File: config.mk
export PLATFORM = sky130hd
export DESIGN_NAME = ifu_flat
export DESIGN_NICKNAME = d
export VERILOG_FILES = /design/src/rtl/ifu_if.sv /design/src/rtl/ifu.sv /design/src/flat_wrapper.sv
export SDC_FILE = /design/constraint.sdc
export NUM_CORES = 1
export LEC_CHECK = 0
export BUFFER_PORTS_ARGS = -buffer_cell sky130_fd_sc_hd__clkbuf_2
export CORE_UTILIZATION = 40
export CTS_CLUSTER_DIAMETER = 200
export DETAILED_ROUTE_END_ITERATION = 7
export PLACE_DENSITY = 0.66
export SYNTH_ARGS = -nofsm -noshare
export SYNTH_HDL_FRONTEND = slang
export SYNTH_SLANG_ARGS = --single-unit
export TNS_END_PERCENT = 30
File: constraint.sdc
create_clock -name clk -period 2.32 [get_ports clk]
set_clock_uncertainty 0.05 [all_clocks]
set_input_delay 0.232 -clock clk [delete_from_list [all_inputs] [get_ports clk]]
set_output_delay 0.232 -clock clk [all_outputs]
set_load 0.01 [all_outputs]
File: src/rtl/ifu_if.sv
// Fetch-unit bundle: instruction-memory request/response channel, decoder
// output channel, execute-stage redirect and halt/halted status.
//   master : the fetch unit (drives request, decoder output and halted)
//   slave  : the environment (memory, decoder, execute stage)
interface ifu_if;
    localparam int unsigned XLEN = 32;

    logic            imem_req_valid;
    logic            imem_req_ready;
    logic [XLEN-1:0] imem_req_addr;
    logic            imem_rsp_valid;
    logic [XLEN-1:0] imem_rsp_data;
    logic            out_valid;
    logic            out_ready;
    logic [XLEN-1:0] out_inst;
    logic [XLEN-1:0] out_pc;
    logic            redirect_valid;
    logic [XLEN-1:0] redirect_pc;
    logic            halt;
    logic            halted;

    modport master (
        output imem_req_valid, imem_req_addr,
        input  imem_req_ready,
        input  imem_rsp_valid, imem_rsp_data,
        output out_valid, out_inst, out_pc,
        input  out_ready,
        input  redirect_valid, redirect_pc,
        input  halt,
        output halted
    );

    modport slave (
        input  imem_req_valid, imem_req_addr,
        output imem_req_ready,
        output imem_rsp_valid, imem_rsp_data,
        input  out_valid, out_inst, out_pc,
        output out_ready,
        output redirect_valid, redirect_pc,
        output halt,
        input  halted
    );
endinterface

File: src/rtl/ifu.sv
// Instruction fetch unit: one outstanding memory request at a time, a single
// instruction holding register towards the decoder, redirect handling with
// discard of an owed response, and a sticky halt on a consumed ebreak.
// Ports:
//   clk   : clock, rising edge
//   rst_n : asynchronous active-low reset
//   bus   : ifu_if.master (imem request/response, decoder output,
//           redirect, halt/halted)
// All outputs are registered: valid flags are decoded from the next state.
module ifu #(
    parameter logic [31:0] RESET_PC = 32'h8000_0000
) (
    input  logic  clk,
    input  logic  rst_n,
    ifu_if.master bus
);
    localparam int unsigned XLEN = 32;
    localparam int unsigned SW   = 3;

    localparam logic [SW-1:0] S_REQ    = 3'd0;
    localparam logic [SW-1:0] S_WAIT   = 3'd1;
    localparam logic [SW-1:0] S_HOLD   = 3'd2;
    localparam logic [SW-1:0] S_DROP   = 3'd3;
    localparam logic [SW-1:0] S_HALTED = 3'd4;

    localparam logic [XLEN-1:0] ALIGN_MASK = ~(XLEN'(3));
    localparam logic [XLEN-1:0] PC_STEP    = XLEN'(4);
    localparam logic [XLEN-1:0] PC_INIT    = RESET_PC & ALIGN_MASK;

    logic [SW-1:0]   state;
    logic [SW-1:0]   state_nxt;
    logic [XLEN-1:0] pc;
    logic [XLEN-1:0] pc_nxt;
    logic [XLEN-1:0] inst_q;
    logic [XLEN-1:0] inst_nxt;
    logic [XLEN-1:0] pc_q;
    logic [XLEN-1:0] pc_q_nxt;
    logic            req_valid_q;
    logic            out_valid_q;
    logic            halted_q;

    logic            req_fire_c;
    logic            out_fire_c;
    logic [XLEN-1:0] redirect_target_c;

    // Handshakes are qualified by the registered valids only.
    assign req_fire_c        = (state == S_REQ)  && req_valid_q && bus.imem_req_ready;
    assign out_fire_c        = (state == S_HOLD) && out_valid_q && bus.out_ready;
    assign redirect_target_c = bus.redirect_pc & ALIGN_MASK;

    // State and datapath registers.
    always_ff @(posedge clk or negedge rst_n) begin
        if (!rst_n) begin
            state       <= S_REQ;
            pc          <= PC_INIT;
            inst_q      <= '0;
            pc_q        <= '0;
            req_valid_q <= 1'b0;
            out_valid_q <= 1'b0;
            halted_q    <= 1'b0;
        end else begin
            state       <= state_nxt;
            pc          <= pc_nxt;
            inst_q      <= inst_nxt;
            pc_q        <= pc_q_nxt;
            req_valid_q <= (state_nxt == S_REQ);
            out_valid_q <= (state_nxt == S_HOLD);
            halted_q    <= (state_nxt == S_HALTED);
        end
    end

    // Next-state and datapath update. Redirect outranks every other event;
    // a redirect that leaves a response owed parks in DROP to swallow it.
    always_comb begin
        state_nxt = state;
        pc_nxt    = pc;
        inst_nxt  = inst_q;
        pc_q_nxt  = pc_q;

        case (state)
            S_REQ: begin
                if (bus.redirect_valid) begin
                    pc_nxt    = redirect_target_c;
                    state_nxt = req_fire_c ? S_DROP : S_REQ;
                end else if (req_fire_c) begin
                    state_nxt = S_WAIT;
                end
            end

            S_WAIT: begin
                if (bus.redirect_valid) begin
                    pc_nxt    = redirect_target_c;
                    state_nxt = bus.imem_rsp_valid ? S_REQ : S_DROP;
                end else if (bus.imem_rsp_valid) begin
                    inst_nxt  = bus.imem_rsp_data;
                    pc_q_nxt  = pc;
                    state_nxt = S_HOLD;
                end
            end

            S_HOLD: begin
                if (bus.redirect_valid) begin
                    pc_nxt    = redirect_target_c;
                    state_nxt = S_REQ;
                end else if (out_fire_c) begin
                    pc_nxt    = pc_q + PC_STEP;
                    state_nxt = bus.halt ? S_HALTED : S_REQ;
                end
            end

            S_DROP: begin
                if (bus.redirect_valid) begin
                    pc_nxt = redirect_target_c;
                end
                if (bus.imem_rsp_valid) begin
                    state_nxt = S_REQ;
                end
            end

            S_HALTED: begin
                state_nxt = S_HALTED;
            end

            default: begin
                state_nxt = S_REQ;
            end
        endcase
    end

    assign bus.imem_req_valid = req_valid_q;
    assign bus.imem_req_addr  = pc;
    assign bus.out_valid      = out_valid_q;
    assign bus.out_inst       = inst_q;
    assign bus.out_pc         = pc_q;
    assign bus.halted         = halted_q;

    // Structural invariants of the fetch protocol.
    a_addr_aligned: assert property (@(posedge clk) disable iff (!rst_n)
        req_valid_q |-> (pc[1:0] == 2'b00));
    a_req_out_excl: assert property (@(posedge clk) disable iff (!rst_n)
        !(req_valid_q && out_valid_q));
    a_halted_sticky: assert property (@(posedge clk) disable iff (!rst_n)
        halted_q |=> halted_q);
endmodule
File: src/flat_wrapper.sv
// flat-port wrapper written by rule: the top's interface ports become plain ports
module ifu_flat 
#(
    parameter logic [31:0] RESET_PC = 32'h8000_0000
)
  (clk, rst_n, bus_imem_req_valid, bus_imem_req_addr, bus_imem_req_ready, bus_imem_rsp_valid, bus_imem_rsp_data, bus_out_valid, bus_out_inst, bus_out_pc, bus_out_ready, bus_redirect_valid, bus_redirect_pc, bus_halt, bus_halted);
  ifu_if bus_i ();
  input  logic clk;
  input  logic rst_n;
  output wire logic [$bits(bus_i.imem_req_valid)-1:0] bus_imem_req_valid;
  output wire logic [$bits(bus_i.imem_req_addr)-1:0] bus_imem_req_addr;
  input wire logic [$bits(bus_i.imem_req_ready)-1:0] bus_imem_req_ready;
  input wire logic [$bits(bus_i.imem_rsp_valid)-1:0] bus_imem_rsp_valid;
  input wire logic [$bits(bus_i.imem_rsp_data)-1:0] bus_imem_rsp_data;
  output wire logic [$bits(bus_i.out_valid)-1:0] bus_out_valid;
  output wire logic [$bits(bus_i.out_inst)-1:0] bus_out_inst;
  output wire logic [$bits(bus_i.out_pc)-1:0] bus_out_pc;
  input wire logic [$bits(bus_i.out_ready)-1:0] bus_out_ready;
  input wire logic [$bits(bus_i.redirect_valid)-1:0] bus_redirect_valid;
  input wire logic [$bits(bus_i.redirect_pc)-1:0] bus_redirect_pc;
  input wire logic [$bits(bus_i.halt)-1:0] bus_halt;
  output wire logic [$bits(bus_i.halted)-1:0] bus_halted;
  assign bus_imem_req_valid = bus_i.imem_req_valid;
  assign bus_imem_req_addr = bus_i.imem_req_addr;
  assign bus_i.imem_req_ready = bus_imem_req_ready;
  assign bus_i.imem_rsp_valid = bus_imem_rsp_valid;
  assign bus_i.imem_rsp_data = bus_imem_rsp_data;
  assign bus_out_valid = bus_i.out_valid;
  assign bus_out_inst = bus_i.out_inst;
  assign bus_out_pc = bus_i.out_pc;
  assign bus_i.out_ready = bus_out_ready;
  assign bus_i.redirect_valid = bus_redirect_valid;
  assign bus_i.redirect_pc = bus_redirect_pc;
  assign bus_i.halt = bus_halt;
  assign bus_halted = bus_i.halted;
  ifu #(.RESET_PC(RESET_PC)) u_core (.clk(clk), .rst_n(rst_n), .bus(bus_i));
endmodule
==> out/metrics.cfg <==
[status]
status=finished clean

[detailed_routing]
viasPerCell=5.274
drtIter0Drc=158
drt_wl_total_mm=11.42
first_pass_iters=4
drc=0
ant_nets=0
num_vias=3676
wl_per_cell_um=16.38

[grt]
first_global_vias=3692
grt-ovfl-total=0
grt_pass1_wl_mm=18.11
grt_use_total=0.2006
antenna_found_initial=0
grt_max_degree=53

[yosys]
ys_ff_latch=102
synth_async_sr_flop_share=1.000
yosys_warnings=0
syn-num-nets=451
syn_area_per_cell_um2=12.16
synth_top_area_cell=dfrtp_1
synth_top_area_share=0.5486
syn_area_um2=4607
synth-seq-area-share=0.5543
netlist_instances=379
yosys.cell_types.count=41
ys_top_cells_by_count=101 x dfrtp_1, 63 x mux2_2, 24 x o21ai_0
post-synth-top-count-cell=dfrtp_1
synth_ff_type=dfrtp_1
synthTopCellsByArea=dfrtp_1 55%, mux2_2 15%, xor2_1 3.8%
synth_edf_count=0

[timing]
rsz0062_at_grt=no
whs_ns=0.05709
fin_crit_sh=0.8227
slew_viol_final=0
tns_ns=0
period_minus_slack_ns=1.909
hold_viol=0
setup_viol=0
relSlewSlack=0.5099
worst_slew_pin_slew_ns=0.7351
fmax_ghz=0.5239

[setup_path]
worst_ep_required_time_ns=2.53
cpPeakStageDelay_ns=0.42
r2r_slack_ns=0.41
reg2regPathDepth=7
endpoint_kind=flop
crit_chain=ha_1 -> nand3_2 -> nor4_4 -> buf_4 -> a21o_1 -> a21oi_2 -> o31ai_2
crit_type=reg -> reg
r2r-end=u_core.bus.imem_req_addr[20]
crit_arrival_ns=2.12
critPathSlowestCell=dfrtp_1
startpoint_type=flop
path_max_fanout=10
worst-path-buf-inv=1
r2r-start=u_core.bus.out_pc[2]
cp_top_family=compound AO/OA/AOI/OAI gates

[floorplanning]
core_um2=11030
start_util=0.4176
die_width_um=109.3
num_rows=38
die-area_um2=11950
pin_count=170
die_h_um=109.3

[finish]
regArea_um2=2554
syn2layout_area_growth_pct=29.82
final_util=0.5422
drive_gt1_frac=0.4883
stdcell_count=697
diodes=0
fillers=993
multiInputGateArea_um2=1953
num-nets-final=624

[clock_network]
cts.sinks=102
clockBufferDepth=2
cts_tree=done
cts_resized=0
ctsRootBufferMaster=clkbuf_16
numCtsBuffers=9
holdBufCountCts=1
cts_setup_buffers=0
htree_levels=3
path_clk_slew_ns=0.07
clkLatencyLatePin_ns=0.35

[place]
dp.cells=680
port_buffers=167
routabilityCongestion=0.7572
dp_hpwl_mm=8.276

[pwr]
power_density_nw_per_um2=1193
p_leak_nw=2.789
vdd_drop_max_mv=0.7537

[min_path]
hold_depth=2
min_path_type=in -> reg
min_from=bus_imem_rsp_data[27]
min_to=u_core.bus.out_inst[27]

[flow_run]
drv_cap=0

==> placed cells by master (no fill, tap or decap), types with 2 or more instances in the layout <==
| master | count |
|---|---|
| nand3_2 | 2 |
| o21ai_1 | 7 |
| nand3_1 | 18 |
| nor3_1 | 6 |
| mux2i_1 | 5 |
| nor2_1 | 16 |
| dfrtp_1 | 101 |
| nand2b_1 | 2 |
| clkbuf_16 | 9 |
| o21ai_0 | 24 |
| a32oi_1 | 19 |
| xor2_1 | 20 |
| nand2_1 | 23 |
| clkinv_2 | 3 |
| nand4_1 | 9 |
| buf_12 | 3 |
| mux2_2 | 63 |
| nor4_1 | 3 |
| a21o_1 | 3 |
| buf_4 | 11 |
| a21oi_1 | 7 |
| clkbuf_2 | 166 |
| inv_1 | 4 |
| and3_1 | 3 |
| xnor2_1 | 7 |
==> flip-flops by register name, summed over array words and instances, names as in the netlist <==
signal,count
u_core.bus.imem_req_valid,1
u_core.bus.imem_req_addr,32
u_core.bus.out_valid,1
u_core.state,3
u_core.bus.out_pc,32
u_core.bus.halted,1
u_core.bus.out_inst,32
==> final cells by class <==
cell class / count / area share
clock inverter: 6 / 0.01025
multi-input combinational: 254 / 0.3266
timing repair buffer: 181 / 0.1644
tap: 140 / 0.02929
clock buffer: 10 / 0.03996
sequential: 102 / 0.4270
inverter: 4 / 0.002510
==> per-stage QoR <==
| stage | total power (W) | cell area (µm²) | setup slack [ns] |
|---|---|---|---|
| after floorplan | 0.004516 | 4607 | 0.4925 |
| after global placement | 0.005567 | 5670 | 0.4446 |
| after detailed placement | 0.005677 | 5670 | 0.4033 |
| after CTS | 0.007237 | 5981 | 0.3775 |
| after global routing | 0.007600 | 5981 | 0.2567 |
| final | 0.007135 | 5981 | 0.4114 |
==> worst max-delay path by stage <==
stage | end | from | depth (start not counted)
2_1_floorplan | u_core.bus.imem_req_addr[20] | u_core.bus.out_pc[2] | 6
3_3_place_gp | u_core.bus.imem_req_addr[22] | u_core.bus.out_pc[2] | 7
3_5_place_dp | u_core.bus.imem_req_addr[14] | u_core.state[0] | 5
4_1_cts | u_core.bus.imem_req_addr[20] | u_core.bus.out_pc[2] | 7
5_1_grt | u_core.bus.imem_req_addr[19] | u_core.bus.out_pc[5] | 5
6_report | u_core.bus.imem_req_addr[20] | u_core.bus.out_pc[2] | 7
==> power by group <==
| group | total [W] | internal, W | leakage, nW | switching (W) |
|---|---|---|---|---|
| registers | 0.00315 | 0.00247 | 1.25 | 0.000680 |
| logic | 0.00248 | 0.00125 | 1.39 | 0.00123 |
| clock network | 0.00151 | 0.000861 | 0.148 | 0.000646 |
==> logic make-up (layout without fill, tap and decap cells) <==
family	count (synthesis)	count (layout)	synth area share
AO/OA/AOI/OAI	68	68	0.1010
XOR/XNOR	27	27	0.05133
adder cells (fa/ha/maj)	1	1	0.002715
buffers and inverters	23	201	0.02281
flip-flops	102	102	0.5543
multiplexers	68	68	0.1649
AND/OR/NAND/NOR	90	90	0.1029
==> layer usage <==
metal	up-vias	wire length [µm]	track usage
met3	15	904	0.06461
li1	1726	-	-
met1	1796	4977	0.2509
met2	139	5340	0.3194
met5	-	0	0
met4	0	195	0.08571
No activity file was read; power rests on OpenSTA's default activity.
